$ cat src/rtl/vga_sync_monitor.sv
// Receive-side VGA timing checker: measures hSync/vSync periods and pulse widths,
// compares them to nominal values, and reports lock, sticky errors and a frame count.
module vga_sync_monitor #(
  parameter int H_PERIOD    = 3200,
  parameter int H_PULSE     = 384,
  parameter int V_LINES     = 525,
  parameter int V_PULSE     = 2,
  parameter int H_TOL       = 4,
  parameter int LOCK_FRAMES = 2
) (
  input  logic        ClkPort,
  input  logic        Reset,
  input  logic        hSync,
  input  logic        vSync,
  input  logic        err_clear,
  output logic [11:0] h_period,
  output logic [11:0] h_width,
  output logic [9:0]  v_lines,
  output logic [9:0]  v_width,
  output logic [15:0] frame_cnt,
  output logic        locked,
  output logic        h_err,
  output logic        v_err,
  output logic [1:0]  fsm_state
);

  typedef enum logic [1:0] {SEARCH = 2'd0, ACQUIRE = 2'd1, LOCK = 2'd2} state_t;

  localparam logic [11:0] MAX12   = 12'hFFF;
  localparam logic [9:0]  MAX10   = 10'h3FF;
  localparam logic [11:0] HP_MIN  = 12'(H_PERIOD - H_TOL);
  localparam logic [11:0] HP_MAX  = 12'(H_PERIOD + H_TOL);
  localparam logic [11:0] HW_MIN  = 12'(H_PULSE - H_TOL);
  localparam logic [11:0] HW_MAX  = 12'(H_PULSE + H_TOL);
  localparam logic [9:0]  VL_NOM  = 10'(V_LINES);
  localparam logic [9:0]  VP_NOM  = 10'(V_PULSE);
  localparam logic [7:0]  LOCK_N  = 8'(LOCK_FRAMES);

  logic hs_s1_q, hs_s2_q, hs_prev_q;
  logic vs_s1_q, vs_s2_q, vs_prev_q;

  logic [11:0] h_cnt_q, h_cnt_d, hw_cnt_q, hw_cnt_d;
  logic [11:0] h_period_q, h_period_d, h_width_q, h_width_d;
  logic [9:0]  line_cnt_q, line_cnt_d, vw_cnt_q, vw_cnt_d;
  logic [9:0]  v_lines_q, v_lines_d, v_width_q, v_width_d;
  logic [15:0] frame_cnt_q, frame_cnt_d;
  logic [7:0]  good_q, good_d;
  logic        locked_q, locked_d, h_err_q, h_err_d, v_err_q, v_err_d;
  state_t      state_q, state_d;

  logic h_fe, h_re, v_fe, v_re;
  logic h_sat, line_sat, checking, h_viol, v_viol, viol;

  always_comb begin
    h_fe = hs_prev_q & ~hs_s2_q;
    h_re = ~hs_prev_q & hs_s2_q;
    v_fe = vs_prev_q & ~vs_s2_q;
    v_re = ~vs_prev_q & vs_s2_q;

    h_cnt_d     = h_cnt_q;
    hw_cnt_d    = hw_cnt_q;
    h_period_d  = h_period_q;
    h_width_d   = h_width_q;
    line_cnt_d  = line_cnt_q;
    vw_cnt_d    = vw_cnt_q;
    v_lines_d   = v_lines_q;
    v_width_d   = v_width_q;
    frame_cnt_d = frame_cnt_q;
    good_d      = good_q;
    locked_d    = locked_q;
    state_d     = state_q;

    if (h_fe) begin
      h_period_d = (h_cnt_q == MAX12) ? MAX12 : h_cnt_q + 12'd1;
      h_cnt_d    = '0;
    end else if (h_cnt_q != MAX12) begin
      h_cnt_d = h_cnt_q + 12'd1;
    end
    // Saturation means hSync has vanished; flagged for as long as it lasts.
    h_sat = (h_cnt_d == MAX12);

    if (h_re) begin
      h_width_d = hw_cnt_q;
      hw_cnt_d  = '0;
    end else if (!hs_s2_q && hw_cnt_q != MAX12) begin
      hw_cnt_d = hw_cnt_q + 12'd1;
    end

    // A line whose hSync edge coincides with vSync belongs to the new frame.
    if (v_fe) begin
      v_lines_d   = line_cnt_q;
      frame_cnt_d = frame_cnt_q + 16'd1;
      line_cnt_d  = h_fe ? 10'd1 : 10'd0;
    end else if (h_fe && line_cnt_q != MAX10) begin
      line_cnt_d = line_cnt_q + 10'd1;
    end
    line_sat = (line_cnt_d == MAX10);

    if (v_re) begin
      v_width_d = vw_cnt_q;
      vw_cnt_d  = '0;
    end else if (h_fe && !vs_s2_q && vw_cnt_q != MAX10) begin
      vw_cnt_d = vw_cnt_q + 10'd1;
    end

    // Measurements taken while searching may span a partial frame, so only
    // the saturation checks apply there.
    checking = (state_q != SEARCH);
    h_viol = h_sat |
             (checking & ((h_fe & ((h_period_d < HP_MIN) | (h_period_d > HP_MAX))) |
                          (h_re & ((h_width_d < HW_MIN) | (h_width_d > HW_MAX)))));
    v_viol = line_sat |
             (checking & ((v_fe & (v_lines_d != VL_NOM)) |
                          (v_re & (v_width_d != VP_NOM))));
    viol   = h_viol | v_viol;

    h_err_d = h_viol | (h_err_q & ~err_clear);
    v_err_d = v_viol | (v_err_q & ~err_clear);

    case (state_q)
      SEARCH: begin
        if (v_fe && !viol) begin
          state_d = ACQUIRE;
          good_d  = '0;
        end
      end
      ACQUIRE: begin
        if (viol) begin
          state_d = SEARCH;
          good_d  = '0;
        end else if (v_fe) begin
          good_d = good_q + 8'd1;
          if (good_q + 8'd1 == LOCK_N) begin
            state_d  = LOCK;
            locked_d = 1'b1;
          end
        end
      end
      LOCK: begin
        if (viol) begin
          state_d  = SEARCH;
          locked_d = 1'b0;
          good_d   = '0;
        end
      end
      default: begin
        state_d  = SEARCH;
        locked_d = 1'b0;
        good_d   = '0;
      end
    endcase
  end

  always_ff @(posedge ClkPort or posedge Reset) begin
    if (Reset) begin
      hs_s1_q     <= 1'b1;
      hs_s2_q     <= 1'b1;
      hs_prev_q   <= 1'b1;
      vs_s1_q     <= 1'b1;
      vs_s2_q     <= 1'b1;
      vs_prev_q   <= 1'b1;
      h_cnt_q     <= '0;
      hw_cnt_q    <= '0;
      h_period_q  <= '0;
      h_width_q   <= '0;
      line_cnt_q  <= '0;
      vw_cnt_q    <= '0;
      v_lines_q   <= '0;
      v_width_q   <= '0;
      frame_cnt_q <= '0;
      good_q      <= '0;
      locked_q    <= 1'b0;
      h_err_q     <= 1'b0;
      v_err_q     <= 1'b0;
      state_q     <= SEARCH;
    end else begin
      hs_s1_q     <= hSync;
      hs_s2_q     <= hs_s1_q;
      hs_prev_q   <= hs_s2_q;
      vs_s1_q     <= vSync;
      vs_s2_q     <= vs_s1_q;
      vs_prev_q   <= vs_s2_q;
      h_cnt_q     <= h_cnt_d;
      hw_cnt_q    <= hw_cnt_d;
      h_period_q  <= h_period_d;
      h_width_q   <= h_width_d;
      line_cnt_q  <= line_cnt_d;
      vw_cnt_q    <= vw_cnt_d;
      v_lines_q   <= v_lines_d;
      v_width_q   <= v_width_d;
      frame_cnt_q <= frame_cnt_d;
      good_q      <= good_d;
      locked_q    <= locked_d;
      h_err_q     <= h_err_d;
      v_err_q     <= v_err_d;
      state_q     <= state_d;
    end
  end

  assign h_period  = h_period_q;
  assign h_width   = h_width_q;
  assign v_lines   = v_lines_q;
  assign v_width   = v_width_q;
  assign frame_cnt = frame_cnt_q;
  assign locked    = locked_q;
  assign h_err     = h_err_q;
  assign v_err     = v_err_q;
  assign fsm_state = state_q;

endmodule

$ cat config.mk
export PLATFORM = sky130hd
export DESIGN_NAME = vga_sync_monitor
export DESIGN_NICKNAME = d
export VERILOG_FILES = /design/src/rtl/vga_sync_monitor.sv
export SDC_FILE = /design/constraint.sdc
export NUM_CORES = 1
export LEC_CHECK = 0
export BUFFER_PORTS_ARGS = -buffer_cell sky130_fd_sc_hd__buf_2
export CAP_MARGIN = 20
export CORE_MARGIN = 5
export CORE_UTILIZATION = 40
export CTS_CLUSTER_SIZE = 14
export DETAILED_ROUTE_END_ITERATION = 12
export GPL_TIMING_DRIVEN = 0
export PLACE_DENSITY_LB_ADDON = 0.1
export SLEW_MARGIN = 10
export SYNTH_ARGS = -nofsm -noshare
export SYNTH_HDL_FRONTEND = slang
export SYNTH_SLANG_ARGS = --single-unit
$ cat constraint.sdc
create_clock -name ClkPort -period 5.15 [get_ports ClkPort]
set_input_delay 1.545 -clock ClkPort [delete_from_list [all_inputs] [get_ports ClkPort]]
set_output_delay 1.545 -clock ClkPort [all_outputs]
set_load 0.01 [all_outputs]
# After elaboration in Yosys (flattened, before gate mapping)
# Index checks and enable logic that the tools add are counted.
[totals]
input_bits = 5
out_inout_bits = 65
ff_bits = 123
[op_classes]
n_eq_ne = 19
order_cmp = 4
muxes = 30
n_bitwise = 27
addsub = 6
reduce_logical = 15
[ops]
columns = ["cell", "n"]
rows = [
  ["12-bit two-way mux", 7],
  ["10-bit two-way mux", 6],
  ["8-bit two-way mux", 4],
  ["10-bit != test, second input constant", 3],
  ["12-bit by 1-bit adder with 12-bit output, second input constant", 2],
  ["12-bit == test, second input constant", 2],
  ["12-bit != test, second input constant", 2],
  ["8-bit case mux with 3 select lines", 1],
  ["10-bit by 1-bit adder with 10-bit output, second input constant", 2],
  ["16-bit by 1-bit adder with 16-bit output, second input constant", 1],
  ["1-bit AND", 12],
  ["12-bit > comparator, second input constant", 1],
  ["12-bit by 9-bit > comparator with 1-bit output, second input constant", 1],
  ["12-bit < comparator, second input constant", 1],
  ["12-bit by 9-bit < comparator with 1-bit output, second input constant", 1],
  ["10-bit == test, second input constant", 1],
  ["2-bit two-way mux", 5],
  ["10-bit by 2-bit != test with 1-bit output, second input constant", 1],
  ["2-bit != test, second input constant", 5],
  ["1-bit bitwise OR", 9],
  ["8-bit by 1-bit adder with 8-bit output, second input constant", 1],
  ["8-bit by 2-bit == test with 1-bit output, second input constant", 1],
  ["3-bit != test, second input constant", 2],
  ["1-bit inverter", 6],
  ["12 further kinds", 24],
]

# Depth between registers and ports, before layout
[logic_depth]
ltp_word = 14
ltp_mapped = 14

# Worst setup path after synthesis
# Ideal clock, no wire load.
[synth_timing]
kind = "register to register"
from = "register h_cnt_q[0]"
to = "register good_q[1]"
required_ns = 5.071
setup_time_ns = 0.079
synth_period_minus_slack_ns = 2.755
path_stages_with_launch = 14
slack_ns = 2.395
arrival_time_ns = 2.676
path_cell_list = "dfrtp_1 -> ha_1 -> nand2_1 -> nor4_2 -> inv_2 -> ha_1 -> and2_1 -> nand2_1 -> nor3_1 -> nand4_1 -> and3b_1 -> buf_4 -> a31oi_4 -> mux2i_1"
[synth_between]
elab_cells_between_ends = 24
classes_between = "add/sub (1); order compare (2); eq/ne (6); mux (6); bitwise (6); reduce/logical (3)"
[synth_rtl]
columns = ["item", "line", "rtl"]
rows = [
  ["from (decl)", "42", "logic [11:0] h_cnt_q, h_cnt_d, hw_cnt_q, hw_cnt_d;"],
  ["from (signal assigned)", "183", "h_cnt_q <= h_cnt_d;"],
  ["12-bit by 1-bit adder with 12-bit output / 12-bit != test (equally long branches)", "77, 76", ""],
  ["12-bit two-way mux (*)", "76", "end else if (h_cnt_q != MAX12) begin"],
  ["12-bit two-way mux (*)", "73", "if (h_fe) begin"],
  ["net h_cnt_d[0]", "42", ""],
  ["12-bit == test (*)", "80", "h_sat = (h_cnt_d == MAX12);"],
  ["1-bit bitwise OR (*)", "109", "h_viol = h_sat |"],
  ["1-bit bitwise OR (*)", "115", "viol = h_viol | v_viol;"],
  ["1-bit logical NOT", "122", "if (v_fe && !viol) begin"],
  ["1-bit logical AND", "122", ""],
  ["2-bit != test (no line)", "-", ""],
  ["3-bit AND reduction (no line)", "-", ""],
  ["to (signal assigned)", "192", "good_q <= good_d;"],
  ["to (decl)", "47", "logic [7:0] good_q, good_d;"],
]
# Mark *: on every way through the listed nets, which the timed path passes. The rest lies on a longest branch.
# A chain may end at the register's enable or synchronous reset.

# Worst setup path in the final report
# Same ends and word-level chain as after synthesis.

==> results_dict.tcl <==
set metrics [dict create \
    synth_ff_type "dfrtp_1" \
    p_total_mw 2.865 \
    insertion_delay_ps 410 \
    syn_area_mm2 0.006155 \
    die_w_um 134.0 \
    finalCriticalPeriod_ps 3308 \
    cts_resized 0 \
    max_freq_mhz 302.3 \
    status "complete, no violations" \
    synth_fp_nets 629 \
    crit-reg2reg-launch "h_cnt_q[0]" \
    dr.pass1.iters 5 \
    dieArea_mm2 0.01797 \
    gr-usage-all-layers_pct 17.12 \
    place_congestion 0.8498 \
    finClkSkew_ps 5.554 \
    p_per_area_mw_per_mm2 389.3 \
    setup_viol 0 \
    hold_path_class "reg -> reg" \
    htree_num_levels 4 \
    cts_sinks 123 \
    finalHoldViolCount 0 \
    max_cap_viol_count 0 \
    post_cts_buffers 0 \
    cp-end-kind "flop" \
    port_buffers 69 \
    avgSynthCellArea_um2 9.991 \
    ir_drop_mv 0.2271 \
    path_class "reg -> reg" \
    cts_root_buf "clkbuf_16" \
    grt_pass1_wl_mm 24.98 \
    synth_edf_count 0 \
    drcViolationCount 0 \
    clkSlewWorstSetupHoldPaths_ps 50 \
    cts_hold_buffers 0 \
    drt-total-wl_mm 14.79 \
    rsz0062_at_grt "no" \
    cts_made_buffers 17 \
    cp-start-kind "flop" \
    ys_async_sr_fraction_pct 100.0 \
    leakage_nw 3.400 \
    syn_inst 616 \
    cts.path.max_buffers 2 \
    min-delay-start "hs_s1_q" \
    finalSetupTns_ps 0 \
    ys_seq_area_share_pct 50.13 \
    rows 45 \
    diodes 0 \
    cts_tree "done" \
    grt_max_degree 64 \
    initial_core_util_pct 40.64 \
    relSlewSlack_pct 51.06 \
    crit_path_cell_trace "ha_1 > nand2_1 > nor4_2 > inv_2 > ha_1 > and2_1 > nand2_1 > nor3_1 > nand4_1 > and3b_1 > buf_4 > a31oi_4 > mux2i_1" \
    critPathLaunch "h_cnt_q[0]" \
    gr-total-overflow 0 \
    fin_ws_ps 1842 \
    drive_gt1_share_pct 22.42 \
    critical-path-top-delay-family "simple AND/OR/NAND/NOR gates" \
    synth_cell_types 68 \
    first_global_vias 4889 \
    synthToLayoutAreaGrowth_pct 19.56 \
    crit_required_ps 5480 \
    crit_buf_inv 2 \
    place_hpwl_mm 10.24 \
    drtAntennaViolNets 0 \
    antenna_found_initial 0 \
    max_slew.worst_pin.slew_ps 727.8 \
    detail_route.wl_per_cell_um 16.32 \
    arrival_ps 3640 \
    avgViaCountPerCell 5.437 \
    fin_crit_sh_pct 64.23 \
    critical_path.max_stage_delay_ps 390 \
    synth_seq_cells 123 \
    ios 70 \
    first_iter_violations 290 \
    fin_nets 718 \
    yosys_warnings 0 \
    crit_path_top_delay_cell "dfrtp_1" \
    crit_fanout 10 \
    die_h_um 134.0 \
    place_ws_ps 1873 \
    core-area_mm2 0.01515 \
    maxSlewViolCount 0 \
    dr_total_vias 4926 \
]
## cells by family (layout without fill, tap and decap cells)
family,count (synthesis),count (layout),share of synthesized area (%)
compound gates,104,104,11.59
xor+xnor,32,32,4.554
fa+ha+maj,8,8,1.626
buf+inv,54,156,4.167
flops,123,123,50.13
mux,33,33,5.835
simple gates,262,262,22.10
## metrics by stage
stage | cells | area (um2) | util, % | hold WS (ps)
floorplan | 616 | 6155 | - | 345.2
global placement | 873 | 6735 | 44.47 | 347.8
detailed placement | 874 | 6768 | 44.68 | 347.8
CTS | 906 | 7358 | 48.58 | 356.2
global route | 906 | 7358 | 48.58 | 364.2
finish | 906 | 7358 | 48.58 | 354.5
## registers in the layout (all words and copies together) (netlist names)
name,flops
v_width,10
frame_cnt,16
h_err,1
hw_cnt_q,12
hs_s2_q,1
line_cnt_q,10
vw_cnt_q,10
good_q,8
fsm_state,2
locked,1
v_err,1
h_cnt_q,12
hs_s1_q,1
hs_prev_q,1
v_lines,10
h_period,12
h_width,12
vs_s2_q,1
vs_prev_q,1
vs_s1_q,1
## final cells by class
| type | count | area (um2) |
|---|---|---|
| plain buffers | 30 | 166.4 |
| clock buffers | 25 | 475.5 |
| clock inverters | 7 | 115.1 |
| fillers | 1433 | 7787 |
| inverters | 24 | 95.09 |
| multi-input cells | 439 | 2813 |
| flip-flops and latches | 123 | 3085 |
| well taps | 188 | 235.2 |
| repair buffers | 70 | 372.9 |
## power breakdown
| part | leakage (nW) | internal (mW) | total, mW | switching, mW |
|---|---|---|---|---|
| clock | 0.281 | 0.785 | 1.20 | 0.420 |
| combinational | 1.47 | 0.197 | 0.481 | 0.284 |
| sequential | 1.64 | 1.07 | 1.18 | 0.110 |
## cell usage in the layout (no fill, tap or decap), drive strengths merged, types with 3 or more instances in the layout
cell,netlist,routed
and3,14,14
or2,3,3
nor4,10,10
mux2i,10,10
xor2,15,15
dfstp,6,6
xnor2,17,17
a21oi,16,16
buf,21,91
nand3,25,25
o211ai,6,6
nand4,31,31
o31ai,8,8
a31oi,11,11
clkbuf,9,34
bufinv,0,3
inv,24,24
nor2,49,49
o22ai,3,3
ha,8,8
or3,6,6
mux2,23,23
nand2,76,76
and2,9,9
a41oi,4,4
o21ai,37,37
dfrtp,117,117
nand2b,5,5
nor3,16,16
a211oi,3,3
and4,5,5
nor2b,4,4
## layer usage
metal / part of all wire, % / global-route usage, %
met1: 49 / 24.14
met4: 1.2 / 5.373
met5: 0 / 0
met2: 46 / 26.28
met3: 3.9 / 4.014
## worst paths after layout
check / end / cells after the start / slack (ps)
worst max-delay path: good_q[1] / 13 / 1840
max in group asynchronous: vs_prev_q / 3 / 3190
worst min register to register: hs_s2_q / 0 / 350
min in group asynchronous: h_width[6] / 2 / 1210
worst min-delay path: hs_s2_q / 0 / 350
worst max register to register: good_q[1] / 13 / 1840
## cells in the mapped netlist, drive strengths merged (2+ instances only)
| library cell | count | area, um2 |
|---|---|---|
| and3 | 14 | 87.58 |
| o211ai | 6 | 45.04 |
| and2 | 9 | 58.81 |
| buf | 21 | 132.6 |
| inv | 24 | 90.08 |
| nor4 | 10 | 81.33 |
| and3b | 2 | 17.52 |
| o311a | 2 | 20.02 |
| and4 | 5 | 46.29 |
| o31ai | 8 | 60.06 |
| nor2b | 4 | 25.02 |
| nor2 | 49 | 183.9 |
| mux2i | 10 | 100.1 |
| dfrtp | 117 | 2928 |
| or3 | 6 | 37.54 |
| xor2 | 15 | 131.4 |
| a41oi | 4 | 42.55 |
| ha | 8 | 100.1 |
| nand4 | 31 | 200.2 |
| o21ai | 37 | 185.2 |
| xnor2 | 17 | 148.9 |
| nand2b | 5 | 31.28 |
| nand3 | 25 | 147.7 |
| dfstp | 6 | 157.7 |
| mux2 | 23 | 259.0 |
| nand4b | 2 | 17.52 |
| nor3 | 16 | 80.08 |
| a211oi | 3 | 35.03 |
| a31o | 2 | 17.52 |
| nand2 | 76 | 285.3 |
| clkbuf | 9 | 33.78 |
| a21oi | 16 | 80.08 |
| o22ai | 3 | 18.77 |
| or2 | 3 | 18.77 |
| a31oi | 11 | 90.08 |
(Power assumes the default switching activity.)
